[config.mk]
export PLATFORM = sky130hd
export DESIGN_NAME = fp_int_to_fp_seq
export DESIGN_NICKNAME = d
export VERILOG_FILES = /design/src/rtl/fp_int_to_fp_seq.sv
export SDC_FILE = /design/constraint.sdc
export NUM_CORES = 1
export LEC_CHECK = 0
export CELL_PAD_IN_SITES_DETAIL_PLACEMENT = 0
export CELL_PAD_IN_SITES_GLOBAL_PLACEMENT = 1
export CORE_MARGIN = 8
export CORE_UTILIZATION = 46
export CTS_CLUSTER_SIZE = 8
export DETAILED_ROUTE_END_ITERATION = 8
export GPL_ROUTABILITY_DRIVEN = 0
export MAX_ROUTING_LAYER = met4
export PLACE_DENSITY = 0.95
export SLEW_MARGIN = 20
export SYNTH_ARGS = -nofsm -noshare
export SYNTH_HDL_FRONTEND = slang
export SYNTH_SLANG_ARGS = --single-unit
[constraint.sdc]
create_clock -name clk -period 11.4 [get_ports clk]
set_input_delay 1.14 -clock clk [delete_from_list [all_inputs] [get_ports clk]]
set_output_delay 1.14 -clock clk [all_outputs]
set_load 0.01 [all_outputs]
[src/rtl/fp_int_to_fp_seq.sv]
// Iterative int32/int64 to SP/DP converter (FCVT.{S,D}.{W,WU,L,LU}).
// Normalizes one bit per cycle, then rounds in a single cycle.
module fp_int_to_fp_seq #(
  parameter int DATA_WIDTH = 64
) (
  input  logic                  clk,
  input  logic                  rst_n,
  input  logic                  in_valid,
  output logic                  in_ready,
  input  logic [DATA_WIDTH-1:0] in_data,
  input  logic                  in_int_fmt,
  input  logic                  in_unsigned,
  input  logic                  in_fmt,
  input  logic [2:0]            in_rm,
  output logic                  out_valid,
  input  logic                  out_ready,
  output logic [DATA_WIDTH-1:0] out_data,
  output logic                  out_flag_nx
);

  typedef enum logic [1:0] {
    IDLE,
    NORM,
    ROUND,
    DONE
  } state_e;

  state_e      state_q, state_d;
  logic        fmt_q, fmt_d;
  logic [2:0]  rm_q, rm_d;
  logic        sign_q, sign_d;
  logic [63:0] mag_q, mag_d;
  logic [6:0]  lz_q, lz_d;
  logic [63:0] res_q, res_d;
  logic        nx_q, nx_d;

  logic [63:0] op_ext;
  logic        op_sign;
  logic [63:0] op_mag;

  always_comb begin
    if (in_int_fmt) begin
      op_ext = in_data;
    end else if (in_unsigned) begin
      op_ext = {32'b0, in_data[31:0]};
    end else begin
      op_ext = {{32{in_data[31]}}, in_data[31:0]};
    end
    op_sign = ~in_unsigned & op_ext[63];
    op_mag  = op_sign ? (~op_ext + 64'd1) : op_ext;
  end

  logic [6:0]  e;
  logic [7:0]  exp_sp;
  logic [10:0] exp_dp;
  logic        guard, sticky, lsb, inx, inc;
  logic [30:0] sp_sum;
  logic [62:0] dp_sum;
  logic [63:0] rnd_res;

  // Adding inc across {exp,mant} lets a mantissa carry bump the exponent
  always_comb begin
    e      = 7'd63 - lz_q;
    exp_sp = {1'b0, e} + 8'd127;
    exp_dp = {4'b0, e} + 11'd1023;
    if (fmt_q) begin
      guard  = mag_q[10];
      sticky = |mag_q[9:0];
      lsb    = mag_q[11];
    end else begin
      guard  = mag_q[39];
      sticky = |mag_q[38:0];
      lsb    = mag_q[40];
    end
    inx = guard | sticky;
    case (rm_q)
      3'd1:    inc = 1'b0;
      3'd2:    inc = sign_q & inx;
      3'd3:    inc = ~sign_q & inx;
      3'd4:    inc = guard;
      default: inc = guard & (sticky | lsb);
    endcase
    sp_sum  = {exp_sp, mag_q[62:40]} + {30'b0, inc};
    dp_sum  = {exp_dp, mag_q[62:11]} + {62'b0, inc};
    rnd_res = fmt_q ? {sign_q, dp_sum}
                    : {32'hFFFF_FFFF, sign_q, sp_sum};
  end

  always_comb begin
    state_d = state_q;
    fmt_d   = fmt_q;
    rm_d    = rm_q;
    sign_d  = sign_q;
    mag_d   = mag_q;
    lz_d    = lz_q;
    res_d   = res_q;
    nx_d    = nx_q;
    unique case (state_q)
      IDLE: begin
        if (in_valid) begin
          fmt_d  = in_fmt;
          rm_d   = in_rm;
          sign_d = op_sign;
          mag_d  = op_mag;
          lz_d   = 7'd0;
          if (op_mag == 64'd0) begin
            res_d   = in_fmt ? 64'h0 : {32'hFFFF_FFFF, 32'h0};
            nx_d    = 1'b0;
            state_d = DONE;
          end else begin
            state_d = NORM;
          end
        end
      end
      NORM: begin
        if (!mag_q[63]) begin
          mag_d = mag_q << 1;
          lz_d  = lz_q + 7'd1;
        end else begin
          state_d = ROUND;
        end
      end
      ROUND: begin
        res_d   = rnd_res;
        nx_d    = inx;
        state_d = DONE;
      end
      DONE: begin
        if (out_ready) state_d = IDLE;
      end
    endcase
  end

  always_ff @(posedge clk or negedge rst_n) begin
    if (!rst_n) begin
      state_q <= IDLE;
      fmt_q   <= 1'b0;
      rm_q    <= 3'd0;
      sign_q  <= 1'b0;
      mag_q   <= 64'd0;
      lz_q    <= 7'd0;
      res_q   <= 64'd0;
      nx_q    <= 1'b0;
    end else begin
      state_q <= state_d;
      fmt_q   <= fmt_d;
      rm_q    <= rm_d;
      sign_q  <= sign_d;
      mag_q   <= mag_d;
      lz_q    <= lz_d;
      res_q   <= res_d;
      nx_q    <= nx_d;
    end
  end

  assign in_ready    = (state_q == IDLE);
  assign out_valid   = (state_q == DONE);
  assign out_data    = res_q;
  assign out_flag_nx = nx_q;

endmodule

==> run_results.csv <==
group,metric,value,unit
synthesis,yosys_most_used_dff,"dfrtp_1",
finish,fin_nets,1604,
sta,worst_hold_slack,0.488,ns
setup_path,reg2regPathDepth,20,
grt,grt_pass1_wl,61900,um
floorplan,die_area,30300,um^2
sta,finalHoldViolCount,0,
clock_tree,htree_levels,4,
grt,grt_use_met1,35.6,%
floorplan,fp.dieH,174,um
synthesis,synthMuxAreaShare,1.52,%
power,leakage,5.13,nW
synthesis,syn_nets,1562,
clock_tree,cts_made_buffers,17,
setup_path,rr_startpoint,"mag_q[32]$_DFFE_PN0P_",
sta,worst_pin_slew,0.987,ns
sta,fmax,0.180,GHz
sta,fin_skew,0.00942,ns
clock_tree,cts_max_path_buffers,2,
setup_path,slowest_delay,0.80,ns
worst_hold_path,hold_depth,1,
grt,grt_util_met2,37.2,%
synthesis,synth_edf_count,0,
sta,slew-limit-headroom,34.1,%
synthesis,ys_async_sr_fraction,100,%
sta,fin_crit,5.57,ns
clock_tree,cts_sinks,143,
sta,setup_viol,0,
grt,use_met3,4.40,%
detailed_routing,postRouteWirelength,39400,um
grt,antenna_found_initial,0,
finish,num-fill-cells,2323,
setup_path,reg2reg_to,"out_data[47]$_DFFE_PN0P_",
setup_path,cp_cell_sequence,"clkdlybuf4s50_1 > mux2_2 > nand2_1 > buf_4 > or3_1 > a2111oi_0 > o311ai_1 > or4_4 > and4bb_1 > o2bb2ai_4 > buf_4 > a22o_1",
placed_design,dp_hpwl,29700,um
synthesis,synth_area,11500,um^2
worst_hold_path,min-delay-start,"out_data[37]$_DFFE_PN0P_",
grt,busiest_layer,"met2",
finish,seqCellArea,3580,um^2
clock_tree,clk_pin_slew,0.06,ns
floorplan,start_util,46.2,%
setup_path,worstSetupPathType,"input port to flip-flop",
synthesis,ys_seq_elements,143,
grt,overflow,0,
synthesis,yosys.area.top_type_share,31.1,%
detailed_routing,dr.pass1.iters,6,
detailed_routing,wl_per_cell,21.2,um
synthesis,synthTopCellsByCount,"nand2_1 (163), nor2_1 (150), dfrtp_1 (143), o21ai_0 (110), clkbuf_1 (99)",
setup_path,end_kind,"flip-flop",
synthesis,syn_area_per_cell,7.78,um^2
clock_tree,cts_setup_buffers,0,
synthesis,synthAdderAreaFrac,1.20,%
setup_path,crit_path_max_fanout,65,
job,maxCapViolCount,0,
sta,fin_crit_sh,48.9,%
worst_hold_path,min_to,"out_data[37]$_DFFE_PN0P_",
synthesis,yosysTopAreaCell,"dfrtp_1",
setup_path,worstPathArrival,5.88,ns
finish,multi_input_area,7360,um^2
synthesis,ys_warn_count,0,
floorplan,top_level_ports,141,
synthesis,synthTopCellsByArea,"dfrtp_1 (31%), xor2_1 (5.6%), xnor2_1 (5.5%)",
worst_hold_path,hold_path_class,"flip-flop to flip-flop",
floorplan,std_cell_rows,58,
synthesis,seq_area_frac_synth,31.1,%
finish,area_growth,17.6,%
power,ir_drop,149,uV
finish,antennaDiodeCount,0,
clock_tree,clk_latency,0.43,ns
setup_path,required,11.71,ns
clock_tree,cts_hold_buf,0,
clock_tree,cts_resized,0,
setup_path,critPathLaunchType,"input port",
run_status,status,"complete, no violations",
grt,grt_max_degree,104,
grt,grt_usage,25.8,%
clock_tree,cts-root-buf,"clkbuf_16",
clock_tree,tritoncts,"built",
synthesis,synth-simple-area-share,25.9,%
sta,slew_violations,0,
detailed_routing,vias,11800,
sta,finalSetupTns,0,ns
synthesis,ys_types,77,
synthesis,synth_compound_area_share,23.8,%
floorplan,coreArea,24900,um^2
synthesis,synth_xor_area_share,11.1,%
detailed_routing,via_per_inst,6.32,
synthesis,synthMostInstantiatedCell,"nand2_1",
finish,layout.cells.non_filler,1862,
placed_design,port_buffers,140,
sta,rsz0062_at_grt,"false",
grt,grt_pass1_vias,11100,
setup_path,r2r_setup_slack,6.59,ns
setup_path,cp_slowest_cell,"clkdlybuf4s50_1",
floorplan,die_w,174,um
setup_path,crit_top_cell,"buf_4",
synthesis,synth_cells,1477,
finish,drive_above_1_share,6.14,%
power,pwr_density_cell,218,nW/um^2
placed_design,placed_cells,1830,
synthesis,synth_top_family_by_area,"simple AND/OR/NAND/NOR gates",
detailed_routing,antenna_left,0,
detailed_routing,drcViolationCount,0,
detailed_routing,drt_iter0_drc,1862,
stage by stage:
step / instance area, um^2 / setup slack [ns] / total power, mW / utilization (%)
3_5_place_dp: 12900 / 5.47 / 2.38 / 52.0
6_report: 13500 / 5.83 / 2.94 / 54.3
5_1_grt: 13500 / 5.53 / 3.12 / 54.3
2_1_floorplan: 11500 / 6.70 / 1.81 / -
3_3_place_gp: 12900 / 5.52 / 2.34 / 52.0
4_1_cts: 13500 / 5.90 / 2.93 / 54.3
flip-flops by register name, summed over array words and instances (netlist names):
register / count
rm_q: 3
out_data: 64
sign_q: 1
lz_q: 7
state_q: 2
mag_q: 64
out_flag_nx: 1
fmt_q: 1
worst max-delay path: cells and delay by family:
family | cells | cell delay (ns)
buffers and inverters | 3 | 1.59
multiplexers | 1 | 0.28
AO/OA/AOI/OAI | 4 | 1.04
AND/OR/NAND/NOR | 4 | 1.79
final cells by class:
class	instances	area share [%]
clock buffer	17	3.15
clock inverter	15	1.12
inverter	19	0.528
multi-input combinational	1182	54.4
sequential	143	26.5
tap	330	3.05
timing repair buffer	156	11.2
report_power, final:
part | internal (mW) | total [mW] | switching [mW] | leakage [nW]
sequential | 0.732 | 1.02 | 0.292 | 1.80
clock | 0.308 | 0.553 | 0.245 | 0.285
combinational | 0.612 | 1.36 | 0.753 | 3.05
total | 1.65 | 2.94 | 1.29 | 5.13
layout by cell type (no fill, tap or decap), drive strengths merged, types with 6 or more instances in the layout:
cell,instances
o41ai,6
or2,13
mux2,12
a31oi,16
and3,16
nor3b,7
nor4,33
ha,11
clkbuf,17
a21oi,96
a22o,34
and4,8
nand4,38
nor2b,11
or4,13
xor2,74
a211oi,7
buf,18
xnor2,72
clkdlybuf4s50,138
nor2,150
dfrtp,143
inv,28
o31ai,10
o2bb2ai,35
nand3,49
a22oi,32
o21ai,111
o211ai,8
or3,27
nor3,39
nand2,164
worst max-delay path by stage:
stage | slack [ns] | from | endpoint | cells after the start
after floorplan | 6.70 | in_data[0] | out_data[0]$_DFFE_PN0P_ | 15
after global placement | 5.52 | in_int_fmt | out_data[8]$_DFFE_PN0P_ | 14
after detailed placement | 5.47 | in_int_fmt | out_data[23]$_DFFE_PN0P_ | 14
after CTS | 5.90 | in_int_fmt | out_data[19]$_DFFE_PN0P_ | 14
after global routing | 5.53 | in_int_fmt | out_data[13]$_DFFE_PN0P_ | 14
final | 5.83 | in_data[31] | out_data[23]$_DFFE_PN0P_ | 12
routing by layer:
metal	up-vias	part of all wire, %
met5	-	0
met4	0	3.7
met3	111	9.0
met2	677	43
met1	5504	44
li1	5479	-
logic make-up (layout without fill, tap and decap cells):
kind of cell             Yosys count  count (layout)
AO/OA/AOI/OAI                    413             413
XOR/XNOR                         146             146
adder cells (fa/ha/maj)           11              11
buffers and inverters            152             207
flip-flops                       143             143
multiplexers                      16              16
AND/OR/NAND/NOR                  596             596
No activity file was read; power rests on OpenSTA's default activity.
